--- src/rtl/wb_trace_pkg.sv ---
// rtl/wb_trace_pkg.sv - shared widths and record layout for the writeback trace buffer
package wb_trace_pkg;

    localparam int PC_W  = 32;
    localparam int DST_W = 5;
    localparam int DAT_W = 32;

    // Destination index that means "no register written this cycle"
    localparam logic [DST_W-1:0] ZERO_REG = '0;

    // Fixed-width part of a trace record; the stamp is prepended by the
    // top because its width is a per-instance parameter.
    typedef struct packed {
        logic [PC_W-1:0]  pc;
        logic [DST_W-1:0] dst;
        logic [DAT_W-1:0] dat;
    } wb_body_t;

    localparam int BODY_W = $bits(wb_body_t);

endpackage

--- src/rtl/wb_trace_buffer_if.sv ---
// rtl/wb_trace_buffer_if.sv - record drain stream between trace buffer and consumer
interface wb_trace_buffer_if #(
    parameter int STAMP_W = 16
) ();
    import wb_trace_pkg::*;

    logic               out_valid;
    logic               out_ready;
    logic [PC_W-1:0]    out_pc;
    logic [DST_W-1:0]   out_dst;
    logic [DAT_W-1:0]   out_dat;
    logic [STAMP_W-1:0] out_stamp;

    modport master (
        output out_valid, out_pc, out_dst, out_dat, out_stamp,
        input  out_ready
    );

    modport slave (
        input  out_valid, out_pc, out_dst, out_dat, out_stamp,
        output out_ready
    );

endinterface

--- src/rtl/trace_fifo.sv ---
// rtl/trace_fifo.sv - generic register-array FIFO with level count and flush
module trace_fifo #(
    parameter int  DEPTH = 16,
    parameter int  W     = 8,
    localparam int PTR_W = $clog2(DEPTH),
    localparam int LVL_W = PTR_W + 1
) (
    input  logic             clk,
    input  logic             rst,
    input  logic             push,
    input  logic [W-1:0]     push_data,
    input  logic             pop,
    input  logic             flush,
    output logic [W-1:0]     head_data,
    output logic [LVL_W-1:0] level,
    output logic             full,
    output logic             empty
);

    logic [W-1:0]     mem_q [DEPTH];
    logic [W-1:0]     mem_d [DEPTH];
    logic [PTR_W-1:0] wr_ptr_q, wr_ptr_d;
    logic [PTR_W-1:0] rd_ptr_q, rd_ptr_d;
    logic [LVL_W-1:0] level_q, level_d;
    logic             push_ok, pop_ok;

    assign full      = (level_q == LVL_W'(DEPTH));
    assign empty     = (level_q == '0);
    assign level     = level_q;
    assign head_data = mem_q[rd_ptr_q];

    // A full FIFO still takes a push when the head leaves in the same cycle
    assign pop_ok  = pop && !empty;
    assign push_ok = push && (!full || pop_ok);

    // Next pointers, level and storage; flush wins over push/pop
    always_comb begin
        mem_d    = mem_q;
        wr_ptr_d = wr_ptr_q;
        rd_ptr_d = rd_ptr_q;
        level_d  = level_q;
        if (flush) begin
            wr_ptr_d = '0;
            rd_ptr_d = '0;
            level_d  = '0;
        end else begin
            if (push_ok) begin
                mem_d[wr_ptr_q] = push_data;
                wr_ptr_d        = wr_ptr_q + 1'b1;
            end
            if (pop_ok) begin
                rd_ptr_d = rd_ptr_q + 1'b1;
            end
            case ({push_ok, pop_ok})
                2'b10:   level_d = level_q + 1'b1;
                2'b01:   level_d = level_q - 1'b1;
                default: level_d = level_q;
            endcase
        end
    end

    // Control state register
    always_ff @(posedge clk) begin
        if (rst) begin
            wr_ptr_q <= '0;
            rd_ptr_q <= '0;
            level_q  <= '0;
        end else begin
            wr_ptr_q <= wr_ptr_d;
            rd_ptr_q <= rd_ptr_d;
            level_q  <= level_d;
        end
    end

    // Entry storage needs no reset; stale entries are never visible
    always_ff @(posedge clk) begin
        mem_q <= mem_d;
    end

endmodule

--- src/rtl/wb_trace_buffer.sv ---
// rtl/wb_trace_buffer.sv - time-stamped capture of core register writebacks
module wb_trace_buffer
    import wb_trace_pkg::*;
#(
    parameter int DEPTH   = 16,
    parameter int STAMP_W = 16,
    parameter int DROP_W  = 8
) (
    input  logic                   clk,
    input  logic                   rst,
    input  logic                   trace_en,
    input  logic                   flush,
    input  logic [PC_W-1:0]        wb_pc,
    input  logic [DST_W-1:0]       wb_dst,
    input  logic [DAT_W-1:0]       wb_dat,
    wb_trace_buffer_if.master      out_if,
    output logic [$clog2(DEPTH):0] level,
    output logic [DROP_W-1:0]      drop_cnt,
    output logic                   overflow
);

    localparam int REC_W = STAMP_W + BODY_W;

    logic [STAMP_W-1:0] stamp_q, stamp_d;
    logic [DROP_W-1:0]  drop_cnt_q, drop_cnt_d;
    logic               overflow_q, overflow_d;
    logic               cap, pop, push, drop, full, empty;
    wb_body_t           cap_body, head_body;
    logic [STAMP_W-1:0] head_stamp;
    logic [REC_W-1:0]   cap_rec, head_rec;

    // Writes to the zero register are not real writebacks
    assign cap  = trace_en && (wb_dst != ZERO_REG);
    assign pop  = !empty && out_if.out_ready && !flush;
    assign push = cap && !flush && (!full || pop);
    assign drop = cap && !flush && !push;

    assign cap_body = '{pc: wb_pc, dst: wb_dst, dat: wb_dat};
    assign cap_rec  = {stamp_q, cap_body};
    assign {head_stamp, head_body} = head_rec;

    trace_fifo #(
        .DEPTH (DEPTH),
        .W     (REC_W)
    ) u_fifo (
        .clk       (clk),
        .rst       (rst),
        .push      (push),
        .push_data (cap_rec),
        .pop       (pop),
        .flush     (flush),
        .head_data (head_rec),
        .level     (level),
        .full      (full),
        .empty     (empty)
    );

    // Stamp free-runs through flush; drop accounting is cleared by flush
    always_comb begin
        stamp_d    = stamp_q + 1'b1;
        drop_cnt_d = drop_cnt_q;
        overflow_d = overflow_q;
        if (flush) begin
            drop_cnt_d = '0;
            overflow_d = 1'b0;
        end else if (drop) begin
            overflow_d = 1'b1;
            if (drop_cnt_q != '1) begin
                drop_cnt_d = drop_cnt_q + 1'b1;
            end
        end
    end

    // Stamp and drop accounting registers
    always_ff @(posedge clk) begin
        if (rst) begin
            stamp_q    <= '0;
            drop_cnt_q <= '0;
            overflow_q <= 1'b0;
        end else begin
            stamp_q    <= stamp_d;
            drop_cnt_q <= drop_cnt_d;
            overflow_q <= overflow_d;
        end
    end

    // Head fields are forced to zero whenever there is no record to show
    always_comb begin
        out_if.out_valid = !empty;
        out_if.out_pc    = '0;
        out_if.out_dst   = '0;
        out_if.out_dat   = '0;
        out_if.out_stamp = '0;
        if (!empty) begin
            out_if.out_pc    = head_body.pc;
            out_if.out_dst   = head_body.dst;
            out_if.out_dat   = head_body.dat;
            out_if.out_stamp = head_stamp;
        end
    end

    assign drop_cnt = drop_cnt_q;
    assign overflow = overflow_q;

endmodule

--- src/flat_wrapper.sv ---
// flat-port wrapper written by rule: the top's interface ports become plain ports
module wb_trace_buffer_flat import wb_trace_pkg::*;
#(
    parameter int DEPTH   = 16,
    parameter int STAMP_W = 16,
    parameter int DROP_W  = 8
)
  (clk, rst, trace_en, flush, wb_pc, wb_dst, wb_dat, level, drop_cnt, overflow, out_if_out_valid, out_if_out_pc, out_if_out_dst, out_if_out_dat, out_if_out_stamp, out_if_out_ready);
  wb_trace_buffer_if #(.STAMP_W(STAMP_W)) out_if_i ();
  input  logic clk;
  input  logic rst;
  input  logic trace_en;
  input  logic flush;
  input  logic [PC_W-1:0] wb_pc;
  input  logic [DST_W-1:0] wb_dst;
  input  logic [DAT_W-1:0] wb_dat;
  output logic [$clog2(DEPTH):0] level;
  output logic [DROP_W-1:0] drop_cnt;
  output logic overflow;
  output wire logic [$bits(out_if_i.out_valid)-1:0] out_if_out_valid;
  output wire logic [$bits(out_if_i.out_pc)-1:0] out_if_out_pc;
  output wire logic [$bits(out_if_i.out_dst)-1:0] out_if_out_dst;
  output wire logic [$bits(out_if_i.out_dat)-1:0] out_if_out_dat;
  output wire logic [$bits(out_if_i.out_stamp)-1:0] out_if_out_stamp;
  input wire logic [$bits(out_if_i.out_ready)-1:0] out_if_out_ready;
  assign out_if_out_valid = out_if_i.out_valid;
  assign out_if_out_pc = out_if_i.out_pc;
  assign out_if_out_dst = out_if_i.out_dst;
  assign out_if_out_dat = out_if_i.out_dat;
  assign out_if_out_stamp = out_if_i.out_stamp;
  assign out_if_i.out_ready = out_if_out_ready;
  wb_trace_buffer #(.DEPTH(DEPTH), .STAMP_W(STAMP_W), .DROP_W(DROP_W)) u_core (.clk(clk), .rst(rst), .trace_en(trace_en), .flush(flush), .wb_pc(wb_pc), .wb_dst(wb_dst), .wb_dat(wb_dat), .out_if(out_if_i), .level(level), .drop_cnt(drop_cnt), .overflow(overflow));
endmodule
--- config.mk ---
export PLATFORM = sky130hd
export DESIGN_NAME = wb_trace_buffer_flat
export DESIGN_NICKNAME = d
export VERILOG_FILES = /design/src/rtl/wb_trace_pkg.sv /design/src/rtl/wb_trace_buffer_if.sv /design/src/rtl/trace_fifo.sv /design/src/rtl/wb_trace_buffer.sv /design/src/flat_wrapper.sv
export SDC_FILE = /design/constraint.sdc
export NUM_CORES = 2
export LEC_CHECK = 0
export CAP_MARGIN = 20
export CORE_UTILIZATION = 27
export DETAILED_ROUTE_END_ITERATION = 16
export DONT_BUFFER_PORTS = 1
export PLACE_DENSITY = 0.4
export SLEW_MARGIN = 5
export SYNTH_ARGS = -nofsm -noshare
export SYNTH_HDL_FRONTEND = slang
export SYNTH_HIERARCHICAL = 1
export SYNTH_SLANG_ARGS = --single-unit
export TNS_END_PERCENT = 20
--- constraint.sdc ---
create_clock -name clk -period 12.26 [get_ports clk]
set_input_delay 1.226 -clock clk [delete_from_list [all_inputs] [get_ports clk]]
set_output_delay 1.226 -clock clk [all_outputs]
set_load 0.005 [all_outputs]
==> results.sh <==
export IMPL_holdBufCountCts=0
export IMPL_clk_pin_slew_ns=0.05
export IMPL_postRouteAntennaNets=0
export IMPL_worstSetupPathType="reg -> out"
export IMPL_cp_arrival_ns=4.88
export IMPL_hold_path_cell_count=1
export IMPL_skew_ns=0.02008
export IMPL_die_height_um=447.1
export IMPL_final_util_pct=31.53
export IMPL_crit_family="buffers and inverters"
export IMPL_max_freq_ghz=0.1638
export IMPL_clockBufferDepth=3
export IMPL_synth_seq_area_share_pct=77.77
export IMPL_grt_usage_pct=14.69
export IMPL_power_density_nw_per_um2=162.2
export IMPL_min_path_type="reg -> reg"
export IMPL_core_area_sq_um=197000
export IMPL_nets=2611
export IMPL_area_delta_synth_final_pct=16.12
export IMPL_detail_route_wl_per_cell_um=27.55
export IMPL_cp_common_cell="buf_4"
export IMPL_hold_violations=0
export IMPL_reg2reg_from="u_core/u_fifo/level[0]"
export IMPL_antenna_found_initial=9
export IMPL_setup_viol_count_final=0
export IMPL_rr_worst_depth=12
export IMPL_dr_pass1_iters=5
export IMPL_gp_congestion=0.6767
export IMPL_cp_max_fo=64
export IMPL_drtIter0Drc=1740
export IMPL_cts_tree="done"
export IMPL_slowest_delay_ns=0.98
export IMPL_post_dp_hpwl_um=70910
export IMPL_yosysWarnings=6
export IMPL_critical_path_cell_chain="buf_4, buf_4, buf_16, mux4_2, a22oi_1, nand2_1, nor2b_1"
export IMPL_synth_area_sq_um=53490
export IMPL_period_needed_ns=6.106
export IMPL_rsz0062_at_grt="no"
export IMPL_start_util_pct=27.15
export IMPL_drv_slew=0
export IMPL_final_layout_size_suffix_gt1_share_pct=25.01
export IMPL_slew_headroom_pct=30.23
export IMPL_postSynthAreaPerCell_sq_um=22.01
export IMPL_grt_pass1_wl_um=205200
export IMPL_vdd_drop_max_uv=142.1
export IMPL_path_buf_inv=3
export IMPL_finalWirelength_um=145800
export IMPL_ctsResizeCount=0
export IMPL_htreeDepth=4
export IMPL_synth_seq_cells=1398
export IMPL_root_buffer="clkbuf_16"
export IMPL_syn_inst=2430
export IMPL_core_rowCount=163
export IMPL_synth_fp_nets=2515
export IMPL_min_delay_start="u_core/overflow"
export IMPL_post_cts_setup_buffers=0
export IMPL_viasPerCell=4.716
export IMPL_hold_end="u_core/overflow"
export IMPL_fillers=18846
export IMPL_drc=0
export IMPL_max_slew_worst_pin_slew_ns=1.047
export IMPL_cts_buffers=160
export IMPL_die_area_sq_um=199900
export IMPL_io_pins=174
export IMPL_synth_cell_type_count=56
export IMPL_finalCritPeriodShare_pct=49.80
export IMPL_cp_slowest_cell="dfxtp_4"
export IMPL_p_leak_uw=0.01859
export IMPL_reg2reg_to="u_core/u_fifo/mem_q[1158]"
export IMPL_grt_pass1_vias=27347
export IMPL_rrSetupSlack_ns=7.60
export IMPL_grt_max_degree=104
export IMPL_placed_area_sq_um=56840
export IMPL_grt_overflow=0
export IMPL_maxCapViolations=0
export IMPL_cp_end_kind="output port"
export IMPL_clk_latency_ns=0.80
export IMPL_synth_ff_type="edfxtp_1"
export IMPL_cts_sink_count=1398
export IMPL_stdcell_area_sq_um=62110
export IMPL_crit_path_start_kind="flip-flop"
export IMPL_die_w_um=447.1
export IMPL_synth_edf_count=1360
export IMPL_synthArstFlopShare_pct=0
export IMPL_outcome="completed"
export IMPL_numPortBuffers=0
export IMPL_vias=24969
export IMPL_required_ns=11.03
export IMPL_tns_ns=0
## state kept, by name, indices dropped and copies added (netlist names)
register and count:
u_core/u_fifo/mem_q 1360, u_core/stamp_q 16, u_core/drop_cnt 8, u_core/u_fifo/level 5
u_core/u_fifo/rd_ptr_q 4, u_core/u_fifo/wr_ptr_q 4, u_core/overflow 1
## cell type report
| type | count | area [sq um] | share of cell area, % |
|---|---|---|---|
| Timing Repair Buffer | 62 | 595.6 | 0.9588 |
| Clock inverter | 90 | 983.4 | 1.583 |
| Clock buffer | 197 | 4228 | 6.807 |
| Antenna cell | 3 | 7.507 | 0.01209 |
| Multi-Input combinational cell | 891 | 11340 | 18.26 |
| Inverter | 13 | 48.80 | 0.07856 |
| Sequential cell | 1398 | 41610 | 66.99 |
| Tap cell | 2640 | 3303 | 5.318 |
## metal layers
layer | vias to the layer above | GRT usage [%] | part of all wire, % | wire [um]
met2 | 551 | 25.18 | 50 | 73550
met1 | 13773 | 18.98 | 43 | 63280
met5 | - | 0 | 0 | 0
met4 | 0 | 3.751 | 1.8 | 2667
met3 | 189 | 2.842 | 4.3 | 6328
li1 | 10456 | - | - | -
## cells in the final DEF, fill, tap and decap left out, drive strengths merged, types with 10 or more instances in the layout
cell type  Yosys  routed
nand2        105     105
mux4         340     340
nor2          40      40
nor2b         93      93
dfxtp         38      38
clkinv         0      64
clkbuf        84     197
edfxtp      1360    1360
buf           44      62
a22oi        170     170
inv           13      18
ha            10      10
nand3         14      14
bufinv         0      18
## per-stage QoR
step | cells | total power, uW | hold WS, ns | setup WS, ns
floorplan | 2430 | 5404 | 0.4643 | 3.094
global placement | 5000 | 5439 | 0.4968 | 6.460
detailed placement | 5002 | 5441 | 0.4878 | 6.640
CTS | 5289 | 10220 | 0.4208 | 5.750
global route | 5292 | 10390 | 0.4470 | 5.756
finish | 5294 | 10070 | 0.5130 | 6.154
## kinds of logic (layout without fill, tap and decap cells)
family	after synthesis	after routing	share of synthesized area [%]
adder cells (fa/ha/maj)	11	11	0.2713
flip-flops	1398	1398	77.77
AND/OR/NAND/NOR	304	304	2.952
multiplexers	348	348	14.47
buffers and inverters	141	362	1.294
XOR/XNOR	13	13	0.2129
other	0	3	0
AO/OA/AOI/OAI	215	215	3.029
## how the worst max path moves through the flow
stage / from / cells past startpoint / slack [ns] / end
after detailed placement: u_core/u_fifo/rd_ptr_q[1] / 7 / 6.64 / out_if_out_stamp[14]
final: u_core/u_fifo/rd_ptr_q[1] / 7 / 6.15 / out_if_out_stamp[14]
after CTS: u_core/u_fifo/rd_ptr_q[1] / 7 / 5.75 / out_if_out_stamp[14]
after global routing: u_core/u_fifo/rd_ptr_q[1] / 7 / 5.76 / out_if_out_stamp[14]
after floorplan: out_if_out_ready / 6 / 3.09 / u_core/u_fifo/mem_q[1020]
after global placement: u_core/u_fifo/rd_ptr_q[1] / 6 / 6.46 / out_if_out_stamp[14]
## power by group
group / switching (uW) / leakage [uW] / internal [uW]
clock network: 1910 / 0.00254 / 2830
registers: 7.95 / 0.0126 / 5240
logic: 57.4 / 0.00344 / 27.2
total: 1970 / 0.0186 / 8100
## synth_stat cells (all sizes together) (7+ instances only)
| master | number | share of area [%] |
|---|---|---|
| buf | 44 | 0.61 |
| nor3 | 9 | 0.084 |
| clkbuf | 84 | 0.59 |
| nand4 | 9 | 0.13 |
| nor2 | 40 | 0.28 |
| or4 | 7 | 0.11 |
| mux2i | 7 | 0.13 |
| mux4 | 340 | 14 |
| nor2b | 93 | 1.1 |
| nand2 | 105 | 0.76 |
| ha | 10 | 0.23 |
| a21oi | 9 | 0.084 |
| inv | 13 | 0.091 |
| edfxtp | 1360 | 76 |
| xor2 | 7 | 0.11 |
| a22oi | 170 | 2.4 |
| or3 | 7 | 0.082 |
| dfxtp | 38 | 1.4 |
| o21ai | 9 | 0.15 |
| nand3 | 14 | 0.13 |
Note: power is estimated with default switching activity, not from simulation.
